<file path="src/rtl/alu_serial_ctrl.sv">
`default_nettype none
// ============================================================================
// Module   : alu_serial_ctrl
// Purpose  : Bit-serial ALU sequencer. Each clock it drives one 1-bit MIPS
//            style ALU slice (Ainvert/Bnegate/carry_in/less/operation), LSB
//            first. It collects the result bits, captures set/overflow on the
//            MSB cycle, and runs an extra SLT fix-up cycle when needed.
// Revision : 1.0 - initial release
// ============================================================================
module alu_serial_ctrl #(
  parameter int WIDTH = 32
) (
  input  logic             clk,
  input  logic             rst_n,
  input  logic             start,
  output logic             ready,
  input  logic [WIDTH-1:0] a,
  input  logic [WIDTH-1:0] b,
  input  logic [3:0]       alu_ctrl,
  output logic             busy,
  output logic             done,
  output logic [WIDTH-1:0] result,
  output logic             zero,
  output logic             overflow
);

  localparam int               c_CW     = $clog2(WIDTH);
  localparam logic [c_CW-1:0]  c_LAST   = c_CW'(WIDTH - 1);

  localparam logic [3:0] c_OP_AND = 4'b0000;
  localparam logic [3:0] c_OP_OR  = 4'b0001;
  localparam logic [3:0] c_OP_ADD = 4'b0010;
  localparam logic [3:0] c_OP_SUB = 4'b0110;
  localparam logic [3:0] c_OP_SLT = 4'b0111;
  localparam logic [3:0] c_OP_NOR = 4'b1100;

  typedef enum logic [1:0] {
    S_IDLE = 2'd0,
    S_BITS = 2'd1,
    S_FIX  = 2'd2,
    S_DONE = 2'd3
  } state_t;

  state_t            state_q,    state_d;
  logic [WIDTH-1:0]  a_sh_q,     a_sh_d;
  logic [WIDTH-1:0]  b_sh_q,     b_sh_d;
  logic [3:0]        op_q,       op_d;
  logic [c_CW-1:0]   cnt_q,      cnt_d;
  logic              carry_q,    carry_d;
  logic [WIDTH-1:0]  work_q,     work_d;
  logic              set_q,      set_d;
  logic [WIDTH-1:0]  result_q,   result_d;
  logic              zero_q,     zero_d;
  logic              overflow_q, overflow_d;

  // Slice control decode and the 1-bit slice itself
  logic              w_ainvert;
  logic              w_bnegate;
  logic [1:0]        w_operation;
  logic              w_supported;
  logic              w_is_addsub;
  logic              w_a_in;
  logic              w_b_in;
  logic              w_less;
  logic              w_sum;
  logic              w_cout;
  logic              w_bit;
  logic              w_ovf;
  logic              w_set;

  // Decode the latched opcode into slice controls and evaluate the slice
  always_comb begin
    w_ainvert   = 1'b0;
    w_bnegate   = 1'b0;
    w_operation = 2'b10;   // unknown codes run as ADD, result masked later
    w_supported = 1'b1;
    w_is_addsub = 1'b0;
    case (op_q)
      c_OP_AND: w_operation = 2'b00;
      c_OP_OR:  w_operation = 2'b01;
      c_OP_ADD: begin
        w_operation = 2'b10;
        w_is_addsub = 1'b1;
      end
      c_OP_SUB: begin
        w_bnegate   = 1'b1;
        w_operation = 2'b10;
        w_is_addsub = 1'b1;
      end
      c_OP_SLT: begin
        w_bnegate   = 1'b1;
        w_operation = 2'b11;
      end
      c_OP_NOR: begin
        w_ainvert   = 1'b1;
        w_bnegate   = 1'b1;
        w_operation = 2'b00;
      end
      default:  w_supported = 1'b0;
    endcase

    w_less = 1'b0;
    w_a_in = a_sh_q[0] ^ w_ainvert;
    w_b_in = b_sh_q[0] ^ w_bnegate;
    w_sum  = w_a_in ^ w_b_in ^ carry_q;
    w_cout = (w_a_in & w_b_in) | (w_a_in & carry_q) | (w_b_in & carry_q);

    case (w_operation)
      2'b00:   w_bit = w_a_in & w_b_in;
      2'b01:   w_bit = w_a_in | w_b_in;
      2'b10:   w_bit = w_sum;
      default: w_bit = w_less;
    endcase

    // Only meaningful on the MSB cycle
    w_ovf = carry_q ^ w_cout;
    w_set = w_sum ^ w_ovf;
  end

  // Next-state logic: sequencing, bit capture and output loading on DONE entry
  always_comb begin
    logic [WIDTH-1:0] final_v;
    state_d    = state_q;
    a_sh_d     = a_sh_q;
    b_sh_d     = b_sh_q;
    op_d       = op_q;
    cnt_d      = cnt_q;
    carry_d    = carry_q;
    work_d     = work_q;
    set_d      = set_q;
    result_d   = result_q;
    zero_d     = zero_q;
    overflow_d = overflow_q;
    final_v    = '0;

    case (state_q)
      S_IDLE, S_DONE: begin
        if (start) begin
          a_sh_d  = a;
          b_sh_d  = b;
          op_d    = alu_ctrl;
          cnt_d   = '0;
          carry_d = (alu_ctrl == c_OP_SUB) || (alu_ctrl == c_OP_SLT);
          state_d = S_BITS;
        end else if (state_q == S_DONE) begin
          state_d = S_IDLE;
        end
      end

      S_BITS: begin
        // Result bits enter at the top and settle into place after WIDTH shifts
        final_v = {w_bit, work_q[WIDTH-1:1]};
        work_d  = final_v;
        a_sh_d  = {1'b0, a_sh_q[WIDTH-1:1]};
        b_sh_d  = {1'b0, b_sh_q[WIDTH-1:1]};
        carry_d = w_cout;
        cnt_d   = cnt_q + c_CW'(1);
        if (cnt_q == c_LAST) begin
          set_d = w_set;
          if (op_q == c_OP_SLT) begin
            state_d = S_FIX;
          end else begin
            state_d    = S_DONE;
            result_d   = w_supported ? final_v : '0;
            zero_d     = (result_d == '0);
            overflow_d = w_is_addsub ? w_ovf : 1'b0;
          end
        end
      end

      S_FIX: begin
        final_v    = {{(WIDTH-1){1'b0}}, set_q};
        work_d     = final_v;
        state_d    = S_DONE;
        result_d   = final_v;
        zero_d     = (final_v == '0);
        overflow_d = 1'b0;
      end

      default: state_d = S_IDLE;
    endcase
  end

  // State and datapath registers, asynchronously cleared
  always_ff @(posedge clk or negedge rst_n) begin
    if (!rst_n) begin
      state_q    <= S_IDLE;
      a_sh_q     <= '0;
      b_sh_q     <= '0;
      op_q       <= '0;
      cnt_q      <= '0;
      carry_q    <= 1'b0;
      work_q     <= '0;
      set_q      <= 1'b0;
      result_q   <= '0;
      zero_q     <= 1'b0;
      overflow_q <= 1'b0;
    end else begin
      state_q    <= state_d;
      a_sh_q     <= a_sh_d;
      b_sh_q     <= b_sh_d;
      op_q       <= op_d;
      cnt_q      <= cnt_d;
      carry_q    <= carry_d;
      work_q     <= work_d;
      set_q      <= set_d;
      result_q   <= result_d;
      zero_q     <= zero_d;
      overflow_q <= overflow_d;
    end
  end

  assign ready    = (state_q == S_IDLE) || (state_q == S_DONE);
  assign busy     = (state_q == S_BITS) || (state_q == S_FIX);
  assign done     = (state_q == S_DONE);
  assign result   = result_q;
  assign zero     = zero_q;
  assign overflow = overflow_q;

endmodule
`default_nettype wire

</file>
<file path="config.mk">
export PLATFORM = sky130hd
export DESIGN_NAME = alu_serial_ctrl
export DESIGN_NICKNAME = d
export VERILOG_FILES = /design/src/rtl/alu_serial_ctrl.sv
export SDC_FILE = /design/constraint.sdc
export NUM_CORES = 1
export LEC_CHECK = 0
export ABC_AREA = 0
export ABC_CLOCK_PERIOD_IN_PS = 6950
export BUFFER_PORTS_ARGS = -buffer_cell sky130_fd_sc_hd__buf_2
export CAP_MARGIN = 20
export CORE_UTILIZATION = 47
export DETAILED_ROUTE_END_ITERATION = 8
export GPL_TIMING_DRIVEN = 0
export PLACE_DENSITY = 0.7
export REMOVE_ABC_BUFFERS = 1
export SETUP_SLACK_MARGIN = 0.05
export SYNTH_ARGS = -nofsm -noshare
export SYNTH_HDL_FRONTEND = slang
export SYNTH_SLANG_ARGS = --single-unit
</file>
<file path="constraint.sdc">
create_clock -name clk -period 6.95 [get_ports clk]
set_input_delay 1.39 -clock clk [delete_from_list [all_inputs] [get_ports clk]]
set_output_delay 1.39 -clock clk [all_outputs]
set_load 0.1 [all_outputs]
</file>
## Word-level counts from Yosys, hierarchy flattened

Index checks and enable logic that the tools add are counted.

| word-level totals | value |
|---|---|
| bits in registers | 143 |
| bits of input ports | 71 |

| operators by class | value |
|---|---|
| add/subtract/negate cells | 1 |
| equal/unequal tests | 17 |
| mux-type cells | 31 |
| bitwise gates (word level) | 13 |
| reductions and logical operators | 19 |

Operators by type and width:

| cell | number |
|---|---|
| $pmux 32 s2 | 4 |
| $mux 32 | 5 |
| $logic_not 32->1 | 1 |
| $eq 4x3->1 const B | 4 |
| $pmux 2 s3 | 2 |
| $mux 1 | 11 |
| $pmux 5 s2 | 1 |
| $reduce_and 2->1 | 4 |
| $eq 2x2->1 const B | 3 |
| $mux 2 | 3 |
| $ne 2x2->1 const B | 3 |
| $pmux 1 s2 | 3 |
| $reduce_or 2->1 | 3 |
| $reduce_or 6->1 | 1 |
| $xor 1x1->1 | 6 |
| $add 5x1->5 const B | 1 |
| $eq 5x5->1 const B | 1 |
| $mux 5 | 1 |
| $eq 2x1->1 const B | 2 |
| $eq 4x1->1 const B | 1 |
| $eq 4x2->1 const B | 1 |
| $eq 4x4->1 const B | 1 |
| $logic_not 2->1 | 2 |
| $logic_not 4->1 | 1 |
| 9 further kinds | 16 |

## Depth between registers and ports, before layout

| logic depth | value |
|---|---|
| depth in word-level cells | 12 |
| mapped depth | 10 |
| gate-level depth less buffers | 9 |

## Worst setup path after synthesis

OpenSTA, ideal clock, no wires.

| path | value |
|---|---|
| path kind | register -> output |
| from | register state_q[0] |
| to | output port busy |
| data arrival time | 2.256 ns |
| slack | 3.304 ns |
| stages on the path, launching flop included | 6 |
| cells stage by stage | dfrtp_1 -> inv_1 -> ha_1 -> buf_2 -> clkbuf_1 -> inv_1 |

| between the ends | value |
|---|---|
| cells in the longest elaborated chain, start to end | 2 |
| elaborated cells between the ends (all ways) | 3 |

Ends and longest elaborated chain:

| element | RTL line | RTL |
|---|---|---|
| start, declared | 44 | `state_t state_q, state_d;` |
| start signal, assigned | 199 | `state_q <= state_d;` |
| $eq 2x1->1 or $eq 2x2->1 (tied branches) | 214 | `assign busy = (state_q == S_BITS) \|\| (state_q == S_FIX);` |
| $logic_or 1x1->1 (*) | 214 |  |
| end, declared | 20 | `output logic busy,` |

Every way passes the cells marked *; elsewhere a longest branch is shown, timed or not.

## Worst setup path in the final report

| path | value |
|---|---|
| from | register state_q[0] |
| to | output port ready |

| between the ends | value |
|---|---|
| cells in the longest elaborated chain, start to end | 2 |
| elaborated cells between the ends (all ways) | 3 |

Ends and longest elaborated chain:

| element | RTL line | RTL |
|---|---|---|
| $eq 2x2->1 or $logic_not 2->1 (tied branches) | 213 | `assign ready = (state_q == S_IDLE) \|\| (state_q == S_DONE);` |
| $logic_or 1x1->1 (*) | 213 |  |
| end, declared | 16 | `output logic ready,` |

Marked as above.

==> qor.yml <==
run_status:
  status: "finished, final reports clean"
setup_path:
  critical_path.max_fanout: 63
  cp_data_required_time_ns: 5.56
  worstSetupPathType: "reg -> out"
  arrival_ns: 2.14
  endpoint_kind: "output pin"
  critPathLaunchType: "flop"
cts:
  cts_tree: "done"
  cts.sinks: 142
  htree_levels: 4
  cts_buffer_depth: 2
  clkTransAtPathRegs_ns: 0.06
  ctsHoldBuffers: 0
  worstSkewPairLatency_ns: 0.42
  cts-root-buf: "clkbuf_16"
  cts_setup_buffers: 0
  cts_resized: 0
  numCtsBuffers: 17
flow_run:
  cap_violations: 0
logic_synthesis:
  synth_edf_count: 0
  yosysSeqAreaShare_pct: 54.2
  ys_ff_latch: 142
  synth_area_um2: 6560
  syn_area_per_cell_um2: 10.7
  synthArstFlopShare_pct: 100
  ys_types: 50
  ys_dominant_reg_cell: "dfrtp_1"
  postSynthCellCount: 610
  synth_warnings: 0
sta:
  hold_viol: 0
  max_freq_ghz: 0.283
  maxSlewHeadroom_pct: 35.9
  fin_crit_sh_pct: 50.8
  setup_violations: 0
  finalClockSkew_ns: 0.00616
  drv_slew: 0
  tightest_slew_ns: 0.962
  finalWorstSetupSlack_ns: 3.42
  rsz0062_at_grt: "no"
  fin_tns_setup_ns: 0
  fin_crit_ns: 3.53
power_and_ir_drop:
  ir_drop_mv: 0.267
  p_leak_nw: 3.69
  combPwrFrac_pct: 42.7
  p_clk_share_pct: 23.7
  swShare_pct: 39.6
  p_switching_w: 0.00151
  pwr-share-seq_pct: 33.6
  total_power_w: 0.00381
  power_density_nw_per_um2: 484
  intPower_w: 0.00230
placed_design:
  dp_hpwl_mm: 8.56
  dp_slack_ns: 3.86
  port_buffers: 107
  gp_congestion: 0.754
  post_dp_cell_area_um2: 7270
route:
  via_per_inst: 5.31
  wl_met3_um: 822
  drt-initial-drc-count: 212
  drc: 0
  ant_nets: 0
  highest_layer: "met4"
  dr_wl_met2_mm: 6.06
  drt-met1-wl_mm: 5.65
  routed_wl_mm: 12.8
  wl_per_cell_um: 14.4
  vias: 4701
  firstDrtPassIters: 4
worst_hold_path:
  hold_path_class: "reg -> reg"
layout:
  nets: 777
  finalInstanceArea_um2: 7860
  antenna_cells: 0
  final_layout_size_suffix_gt1_share_pct: 21.7
  num-fill-cells: 1158
  final_util_pct: 58.6
  area_growth_pct: 19.9
global_route:
  grt_pass1_wl_mm: 21.7
  grt_pass1_vias: 4604
  antenna_found_initial: 0
  grt_use_total_pct: 19.2
  grt_start_max_net_pins: 80
  overflow: 0
die:
  die_width_um: 120
  die_h_um: 120
  core_area_um2: 13400
  die_area_um2: 14400
  rows: 42
  start_util_pct: 48.9
  num_io_pins: 108
[layer usage]
metal  up-vias  GRT usage [%]
met5         -              0
met4         0           8.36
met3        20           6.37
met2       110           30.4
met1      2259           23.9
li1       2312              -
[critical path: stages, from the launching register on]
cell and delay [ns]:
dfrtp_1 0.42, inv_1 0.07, ha_2 0.47, buf_12 0.27, buf_2 0.47
[placed cells by master (no fill, tap or decap), types with 6 or more instances in the layout]
cell type and count:
nand2_1 101, nor4_1 7, o21ai_1 31, mux2i_1 63, dfrtp_1 142, a22o_1 34
buf_2 106, nand2b_1 36, o21ai_0 70, clkbuf_16 17, a21oi_1 6
[cells in the mapped netlist (6+ instances only)]
cell type	count	share of area, %
nor4_1	7	0.67
nand2b_1	36	3.4
a21oi_1	6	0.46
ha_1	7	1.3
clkbuf_1	16	0.92
buf_2	21	1.6
a22o_1	34	4.5
nand2_1	101	5.8
dfrtp_1	142	54
o21ai_1	31	2.4
o21ai_0	70	5.3
mux2i_1	63	9.6
[per-stage QoR]
stage,hold slack (ns),instances
after floorplan,0.450,565
after global placement,0.461,848
after detailed placement,0.471,854
after CTS,0.483,886
after global routing,0.509,886
final,0.480,886
[worst paths after layout]
kind | cells after the start | slack, ns | from | endpoint
setup / recovery | 4 | 3.42 | state_q[0] | ready
hold / removal | 2 | 0.48 | b_sh_q[6] | b_sh_q[6]
setup reg to reg | 7 | 4.23 | state_q[1] | result[0]
hold reg to reg | 2 | 0.48 | b_sh_q[6] | b_sh_q[6]
max in group asynchronous | 2 | 5.20 | rst_n | a_sh_q[19]
min in group asynchronous | 1 | 0.96 | rst_n | result[10]
[cell type report]
type	count	area (µm²)	area share (%)
timing repair buffer	113	692	8.81
inverter	5	18.8	0.239
clock inverter	5	77.6	0.987
sequential	142	3550	45.2
multi-input combinational	418	2780	35.4
clock buffer	27	513	6.53
tap	176	220	2.80
[power by group through the flow]
| stage | clock network, W | logic (W) | registers (W) |
|---|---|---|---|
| 2_1_floorplan | 0 | 0.00121 | 0.00130 |
| 3_3_place_gp | 0 | 0.00156 | 0.00128 |
| 3_5_place_dp | 0 | 0.00165 | 0.00129 |
| 4_1_cts | 0.000923 | 0.00165 | 0.00128 |
| 5_1_grt | 0.000956 | 0.00181 | 0.00132 |
| 6_report | 0.000901 | 0.00162 | 0.00128 |
[cells by family after synthesis]
| kind of cell | synth area share [%] |
|---|---|
| DFF | 54.2 |
| AOI/OAI and AO/OA | 15.0 |
| adders and majority gates | 1.95 |
| buffers and inverters | 3.72 |
| muxes | 10.7 |
| xor gates and xnor gates | 0.802 |
| and+or+nand+nor | 13.6 |
[state kept, by name (all words and copies together) (netlist names)]
register  count
set_q         1
result       32
b_sh_q       32
carry_q       1
a_sh_q       32
overflow      1
work_q       31
op_q          4
cnt_q         5
zero          1
state_q       2
Note: power is estimated with default switching activity, not from simulation.
